[src/rtl/rv32i_pkg.sv]
// Shared RV32I load/store encodings and LSU state type for lsu_misalign_rv32i.
package rv32i_pkg;

  localparam logic [2:0] LT_LB  = 3'b000;
  localparam logic [2:0] LT_LH  = 3'b001;
  localparam logic [2:0] LT_LW  = 3'b010;
  localparam logic [2:0] LT_LBU = 3'b100;
  localparam logic [2:0] LT_LHU = 3'b101;

  localparam logic [1:0] ST_SB = 2'b00;
  localparam logic [1:0] ST_SH = 2'b01;
  localparam logic [1:0] ST_SW = 2'b10;

  typedef enum logic [1:0] {
    IDLE      = 2'd0,
    LOAD_HI   = 2'd1,
    STORE_SEQ = 2'd2
  } lsu_state_t;

  function automatic logic ld_misaligned(input logic [2:0] lt, input logic [1:0] off);
    case (lt)
      LT_LH, LT_LHU: return off[0];
      LT_LW:         return off != 2'b00;
      default:       return 1'b0;
    endcase
  endfunction

  function automatic logic st_misaligned(input logic [1:0] stt, input logic [1:0] off);
    case (stt)
      ST_SH:   return off[0];
      ST_SW:   return off != 2'b00;
      default: return 1'b0;
    endcase
  endfunction

endpackage

[src/rtl/load_extract_rv32i.sv]
// Byte/halfword lane select plus sign/zero extension of a 32-bit memory word.
module load_extract_rv32i
  import rv32i_pkg::*;
(
  input  logic [31:0] word,
  input  logic [1:0]  offset,
  input  logic [2:0]  loadtype,
  output logic [31:0] data
);

  logic [31:0] shifted;

  assign shifted = word >> {offset, 3'b000};

  always_comb begin
    data = '0;
    case (loadtype)
      LT_LB:   data = {{24{shifted[7]}}, shifted[7:0]};
      LT_LH:   data = {{16{shifted[15]}}, shifted[15:0]};
      LT_LW:   data = shifted;
      LT_LBU:  data = {24'b0, shifted[7:0]};
      LT_LHU:  data = {16'b0, shifted[15:0]};
      default: data = '0;
    endcase
  end

endmodule

[src/rtl/lsu_misalign_rv32i.sv]
// RV32I load/store unit; misaligned accesses are split into aligned memory
// operations when LSU_MISALIGN_SPLIT_EN is defined, otherwise flagged on misalign_err.
module lsu_misalign_rv32i
  import rv32i_pkg::*;
#(
  parameter int ADDR_W = 32
) (
  input  logic              clock,
  input  logic              reset_n,
  input  logic              cu_load,
  input  logic              cu_store,
  input  logic [2:0]        cu_loadtype,
  input  logic [1:0]        cu_storetype,
  input  logic [ADDR_W-1:0] addr,
  input  logic [31:0]       rs2,
  output logic [31:0]       load_data,
  output logic              stall,
  output logic              misalign_err,
  output logic              mem_store,
  output logic [1:0]        mem_storetype,
  output logic [ADDR_W-1:0] mem_addr,
  output logic [31:0]       mem_wdata,
  input  logic [31:0]       mem_rdata
);

  logic        is_ld;
  logic        is_st;
  logic        mis;
  logic [31:0] ext_word;
  logic [1:0]  ext_off;
  logic [31:0] ext_data;

  // A simultaneous load and store is handled as a store.
  assign is_st = cu_store;
  assign is_ld = cu_load & ~cu_store;
  assign mis   = (is_st & st_misaligned(cu_storetype, addr[1:0])) |
                 (is_ld & ld_misaligned(cu_loadtype, addr[1:0]));

  load_extract_rv32i u_extract (
    .word     (ext_word),
    .offset   (ext_off),
    .loadtype (cu_loadtype),
    .data     (ext_data)
  );

`ifdef LSU_MISALIGN_SPLIT_EN

  lsu_state_t        state_q, state_d;
  logic [1:0]        cnt_q, cnt_d;
  logic [31:0]       lo_word_q, lo_word_d;
  logic [ADDR_W-1:0] word_addr;
  logic [31:0]       merged;
  logic [7:0]        st_byte;
  logic              last;
  logic              mem_store_c;
  logic              stall_c;

  assign word_addr = {addr[ADDR_W-1:2], 2'b00};
  assign merged    = 32'({mem_rdata, lo_word_q} >> {addr[1:0], 3'b000});
  assign st_byte   = rs2[{cnt_q, 3'b000} +: 8];

  always_ff @(posedge clock or negedge reset_n) begin
    if (!reset_n) begin
      state_q   <= IDLE;
      cnt_q     <= 2'd0;
      lo_word_q <= '0;
    end else begin
      state_q   <= state_d;
      cnt_q     <= cnt_d;
      lo_word_q <= lo_word_d;
    end
  end

  always_comb begin
    state_d       = state_q;
    cnt_d         = cnt_q;
    lo_word_d     = lo_word_q;
    mem_store_c   = is_st;
    mem_storetype = cu_storetype;
    mem_addr      = addr;
    mem_wdata     = rs2;
    stall_c       = 1'b0;
    ext_word      = mem_rdata;
    ext_off       = addr[1:0];
    last          = 1'b0;
    case (state_q)
      IDLE: begin
        if (mis && is_ld) begin
          mem_addr  = word_addr;
          stall_c   = 1'b1;
          lo_word_d = mem_rdata;
          state_d   = LOAD_HI;
        end else if (mis && is_st) begin
          mem_storetype = ST_SB;
          mem_wdata     = {4{rs2[7:0]}};
          stall_c       = 1'b1;
          cnt_d         = 2'd1;
          state_d       = STORE_SEQ;
        end
      end
      LOAD_HI: begin
        mem_store_c = 1'b0;
        mem_addr    = word_addr + ADDR_W'(4);
        ext_word    = merged;
        ext_off     = 2'b00;
        state_d     = IDLE;
      end
      STORE_SEQ: begin
        // Byte replicated across all lanes so the memory sees it in the addressed lane.
        mem_store_c   = 1'b1;
        mem_storetype = ST_SB;
        mem_addr      = addr + ADDR_W'(cnt_q);
        mem_wdata     = {4{st_byte}};
        last          = (cu_storetype == ST_SH) ? (cnt_q == 2'd1) : (cnt_q == 2'd3);
        stall_c       = ~last;
        if (last) begin
          cnt_d   = 2'd0;
          state_d = IDLE;
        end else begin
          cnt_d = cnt_q + 2'd1;
        end
      end
      default: state_d = IDLE;
    endcase
  end

  assign mem_store    = mem_store_c & reset_n;
  assign stall        = stall_c & reset_n;
  assign misalign_err = 1'b0;
  assign load_data    = is_st ? 32'd0 : ext_data;

`else

  assign ext_word      = mem_rdata;
  assign ext_off       = addr[1:0];
  assign mem_storetype = cu_storetype;
  assign mem_addr      = addr;
  assign mem_wdata     = rs2;
  assign mem_store     = is_st & ~mis & reset_n;
  assign stall         = 1'b0;
  assign misalign_err  = mis & reset_n;
  assign load_data     = (is_st | mis) ? 32'd0 : ext_data;

`endif

endmodule

[config.mk]
export PLATFORM = sky130hd
export DESIGN_NAME = lsu_misalign_rv32i
export DESIGN_NICKNAME = d
export VERILOG_FILES = /design/src/rtl/rv32i_pkg.sv /design/src/rtl/load_extract_rv32i.sv /design/src/rtl/lsu_misalign_rv32i.sv
export SDC_FILE = /design/constraint.sdc
export NUM_CORES = 1
export LEC_CHECK = 0
export CORE_UTILIZATION = 24
export DETAILED_ROUTE_END_ITERATION = 12
export PLACE_DENSITY = 0.85
export SLEW_MARGIN = 20
export SYNTH_ARGS = -nofsm -noshare
export SYNTH_HDL_FRONTEND = slang
export SYNTH_SLANG_ARGS = --single-unit
export TNS_END_PERCENT = 30
[constraint.sdc]
create_clock -name vclk -period 8.45
set_clock_uncertainty 0.2 [all_clocks]
set_input_delay 2.535 -clock vclk [all_inputs]
set_output_delay 2.535 -clock vclk [all_outputs]
set_load 0.01 [all_outputs]
==> results.md, run 1 <==
* Max Cap Viol at 0
* Pre-CTS setup slack at 658 ps
* Min cycle time layout at 7720 ps
* Worst min-delay path class: in -> out
* Slew headroom at 47.4%
* CP bufs+invs at 2
* NumNets Final at 330
* Post-CTS setup buffer count at 0
* Crit path cell chain: clkdlybuf4s50_1 -> or3b_1 -> o21ai_1 -> o21ai_0 -> a21oi_1 -> clkdlybuf4s50_1
* Pin count of the biggest net entering global routing at 33
* Hold buffers post-CTS at 0
* Least-Margin Pin Slew at 784 ps
* Crit-path most repeated cell: clkdlybuf4s50_1
* Mean routed wirelength per cell at 16.0 um
* Via density at 4.80
* P_leak at 0.619 nW
* Top-Level Pins at 206
* Area Overhead vs Synth at 24.2%
* Initial core utilization at 25.0%
* TNS Setup at 0 ps
* Hold path depth at 0
* Die Y at 80.6 um
* Worst Slack Setup Final at 727 ps
* Worst hold start: addr[13]
* WS Path Type: in -> out
* GPL Wtd Cong at 0.739
* Rows at 28
* Fmax at 129 MHz
* Crit path from: cu_loadtype[1]
* # port buffers at 80
* Slew Viols, Final at 0
* Count of final hold-check violations at 0
* Syn avg cell area at 6.89 um^2
* Yosys warns at 0
* Syn nets at 322
* Status: finished, final reports clean
* DR vias at 1,420
* Total wire length at 4.73 mm
* Number of sequential cells at 0
* Fill cell total of the finished layout at 631
* RSZ-0062 raised after global routing: no
* Period utilisation layout at 91.4%
* GRT Total Usage at 13.8%
* Die X at 80.6 um
* Antenna diode count at 0
* CP arrival at 4990 ps
* HPWL after DPL at 3.58 mm
* CP Capture Type: output pin
* Core Area at 0.00592 mm^2
* Worst Path Max Fanout at 8
* Layout cells sized above 1 at 13.1%
* Vias in the first global route at 1,412
* CP delay by family, top: buffers and inverters
* DRT antenna net count at 0
* Crit-path slowest cell: clkdlybuf4s50_1
* Drt drc at 0
* Die area at 0.00649 mm^2
* Setup violators final at 0
* Initial detailed-routing violation count at 47
* Largest stage delay on the critical path at 590 ps
* Setup crit start kind: input port
* Pre-antenna DRT Iters at 5
* Sequential-to-total area share from yosys stat at 0%
* Initial antenna violation count at 0
* Reg area at 0 um^2
* Pwr Density at 44.4 mW/mm^2
* Overflow after GRT at 0
* First-pass GRT wire length at 6.96 mm
* Clkbuf count at 0
* Post-Syn Area at 0.00148 mm^2
* Peak VDD IR at 0.0000164 V
* Synth Instances at 215
* Post-CTS sizing at 0
* WP data required at 5720 ps
* Hold Crit Endpoint: mem_addr[13]
* Synth cell types at 33
[cell type report]
class	instances	area, um^2	area share, %
Multi-Input combinational cell	131	890	48.3
Timing Repair Buffer	85	838	45.5
Tap cell	75	93.8	5.10
Inverter	5	18.8	1.02
[metal layers]
| layer | GRT usage, % | part of all wire [%] | routed length [um] |
|---|---|---|---|
| met2 | 24.3 | 46 | 2190 |
| met5 | 0 | 0 | 0 |
| met1 | 15.3 | 40 | 1890 |
| met4 | 5.89 | 3.6 | 171 |
| met3 | 3.64 | 10 | 479 |
[worst max-delay path by stage]
stage / endpoint / depth (start not counted) / slack [ps]
6_report: load_data[9] / 6 / 730
5_1_grt: load_data[22] / 6 / 510
4_1_cts: load_data[22] / 6 / 650
3_5_place_dp: load_data[22] / 6 / 660
3_3_place_gp: load_data[22] / 6 / 690
2_1_floorplan: load_data[21] / 6 / 1920
[power breakdown]
group / switching, mW / internal (mW) / total [mW]
sequential: 0 / 0 / 0
clock: 0 / 0 / 0
combinational: 0.0375 / 0.0442 / 0.0817
[kinds of logic (layout without fill, tap and decap cells)]
kind of cell             after synthesis  after routing  synth area share, %
AO/OA/AOI/OAI                         55             55                 26.2
adder cells (fa/ha/maj)                2              2                 1.69
other                                  1              1                0.253
AND/OR/NAND/NOR                       54             54                 18.2
multiplexers                          19             19                 13.7
buffers and inverters                 84             90                 39.9
[through the flow]
stage	power, mW	util (%)	cells	cell area, um^2	hold slack (ps)
floorplan	0.0703	-	215	1480	4960
CTS	0.0821	31.1	296	1840	4870
global placement	0.0802	31.1	296	1840	4870
global route	0.0887	31.1	296	1840	4870
finish	0.0817	31.1	296	1840	4870
detailed placement	0.0817	31.1	296	1840	4870
[cell usage after synthesis (4+ instances only)]
master    instances  area [um^2]
mux2i_1           9         90.1
nand2_1          21         78.8
and2_1            7         43.8
buf_2             5         25.0
mux2_2           10          113
a211oi_1         15          113
buf_4            67          503
inv_1             5         18.8
clkbuf_1          4         15.0
a21oi_1          14         70.1
o21ai_0           9         45.0
a21oi_2           9         78.8
nor2_1           11         41.3
nor2b_1           9         56.3
[layout by cell type, fill, tap and decap left out, types with 2 or more instances in the layout]
cell and instances:
inv_1 5, nor2_1 11, a21oi_2 9, nand2_1 21, o21ai_0 9, buf_4 5, mux2_2 10, a211oi_1 15
ha_1 2, clkdlybuf4s50_1 80, nor2b_1 9, and2_1 7, a21oi_1 14, mux2i_1 9
Note: power is estimated with default switching activity, not from simulation.
==> inputs of run 2 (changes only) <==
--- a/config.mk
+++ b/config.mk
@@ -5,6 +5,7 @@
 export SDC_FILE = /design/constraint.sdc
 export NUM_CORES = 1
 export LEC_CHECK = 0
+export ABC_CLOCK_PERIOD_IN_PS = 8450
 export CORE_UTILIZATION = 24
 export DETAILED_ROUTE_END_ITERATION = 12
 export PLACE_DENSITY = 0.85
==> results of run 2 <==
The final DEF is identical to that of run 1; final timing and power are the same.
==> inputs of run 3 (changes only) <==
--- a/config.mk
+++ b/config.mk
@@ -8,6 +8,7 @@
 export ABC_CLOCK_PERIOD_IN_PS = 8450
 export CORE_UTILIZATION = 24
 export DETAILED_ROUTE_END_ITERATION = 12
+export GPL_TIMING_DRIVEN = 0
 export PLACE_DENSITY = 0.85
 export SLEW_MARGIN = 20
 export SYNTH_ARGS = -nofsm -noshare
==> run 3 against run 2 <==
Core utilization is 20 points higher; first-iteration DRC count up 45%; non-clock buffer count is 136 higher; critical endpoint is now load_data[5].
==> results.md, run 3 (synthesis results as in run 1) <==
* Status: finished, final reports clean
* # port buffers at 142
* GRT Total Usage at 17.0%
* First-pass GRT wire length at 8.69 mm
* Reg area at 0 um^2
* TNS Setup at 0 ps
* Crit-path most repeated cell: clkdlybuf4s50_1
* Slew Viols, Final at 0
* Pre-CTS setup slack at 701 ps
* Worst hold start: rs2[0]
* Clkbuf count at 0
* Least-Margin Pin Slew at 659 ps
* Most frequent cells in the layout: clkdlybuf4s50_1, buf_4, nand2_1
* Rows at 28
* GPL Wtd Cong at 0.772
* Max Cap Viol at 0
* Largest stage delay on the critical path at 590 ps
* Post-CTS setup buffer count at 0
* Pre-antenna DRT Iters at 4
* HPWL after DPL at 5.09 mm
* Mean routed wirelength per cell at 14.2 um
* WP data required at 5720 ps
* Antenna diode count at 0
* Top-Level Pins at 206
* Slew headroom at 55.8%
* Setup crit start kind: input port
* Hold path depth at 2
* Crit path from: addr[0]
* Die X at 80.6 um
* Hold Crit Endpoint: mem_wdata[0]
* Min cycle time layout at 7760 ps
* Tot Pwr at 0.146 mW
* RSZ-0062 raised after global routing: no
* Min Hold Slack at 5440 ps
* CP Capture Type: output pin
* Setup violators final at 0
* DR vias at 1,981
* Pwr Density at 48.7 mW/mm^2
* Initial detailed-routing violation count at 68
* Layout cells sized above 1 at 27.5%
* Area Overhead vs Synth at 102%
* Peak VDD IR at 0.0000241 V
* Vias in the first global route at 1,852
* Post-CTS sizing at 0
* Total wire length at 6.14 mm
* Pin count of the biggest net entering global routing at 11
* Fmax at 129 MHz
* Crit path cell chain: clkdlybuf4s50_1 -> buf_2 -> o21ai_0 -> nand2_1 -> a221o_1 -> clkbuf_1 -> a211oi_1 -> clkdlybuf4s50_1
* Count of final hold-check violations at 0
* Core Area at 0.00592 mm^2
* Hold buffers post-CTS at 0
* Drt drc at 0
* Initial core utilization at 25.0%
* Overflow after GRT at 0
* Worst Path Max Fanout at 10
* Initial antenna violation count at 0
* Die area at 0.00649 mm^2
* P_leak at 1.20 nW
* Period utilisation layout at 91.9%
* DRT antenna net count at 0
* Via density at 4.59
* WS Path Type: in -> out
* Most common cell after layout, fill and taps aside: clkdlybuf4s50_1
* Worst Slack Setup Final at 688 ps
* NumNets Final at 466
* Die Y at 80.6 um
* Number of sequential cells at 0
* Fill cell total of the finished layout at 566
* CP arrival at 5030 ps
* Worst min-delay path class: in -> out
* Crit-path slowest cell: clkdlybuf4s50_1
==> run 3: cell types whose count changed in the layout (fill, tap and decap cells not counted) <==
cell             before  now
clkbuf_1              0    4
clkdlybuf4s50_1      80  142
buf_2                 0    5
buf_8                 0    1
buf_6                 0    1
buf_1                 0    1
buf_4                 5   67
==> run 3: report_power, final <==
group	switching (mW)	internal (mW)
registers	0	0
logic	0.0563	0.0897
clock network	0	0
==> run 3: worst max-delay path, delay by kind of cell <==
family / cells / cell delay, ps
AO/OA/AOI/OAI: 3 / 850
AND/OR/NAND/NOR: 1 / 60
buffers and inverters: 4 / 1570
==> run 3: worst max-delay path by stage <==
stage / end / slack [ps] / cells after the start
after floorplan: load_data[21] / 1920 / 6
after global placement: load_data[6] / 680 / 7
after detailed placement: load_data[6] / 700 / 7
after CTS: load_data[6] / 680 / 7
after global routing: load_data[15] / 600 / 7
final: load_data[5] / 690 / 8
==> run 3: layout make-up <==
| class | count | area (um^2) | share of cell area [%] |
|---|---|---|---|
| Buffer | 79 | 573 | 19.1 |
| Inverter | 5 | 18.8 | 0.626 |
| Multi-Input combinational cell | 131 | 890 | 29.7 |
| Tap cell | 75 | 93.8 | 3.13 |
| Timing Repair Buffer | 142 | 1420 | 47.4 |
==> run 3: stage by stage <==
stage                     instance area [um^2]  instances  util, %
final                                     3000        432     50.6
after global placement                    3000        432     50.6
after global routing                      3000        432     50.6
after CTS                                 3000        432     50.6
after floorplan                           1480        215        -
after detailed placement                  3000        432     50.6
==> run 3: metal layers <==
metal  vias up  GRT usage (%)  wire [um]
li1        952              -          -
met1       885           18.7       2210
met4         0           2.32         55
met2       137           34.1       3190
met5         -              0          0
met3         7           2.73        670
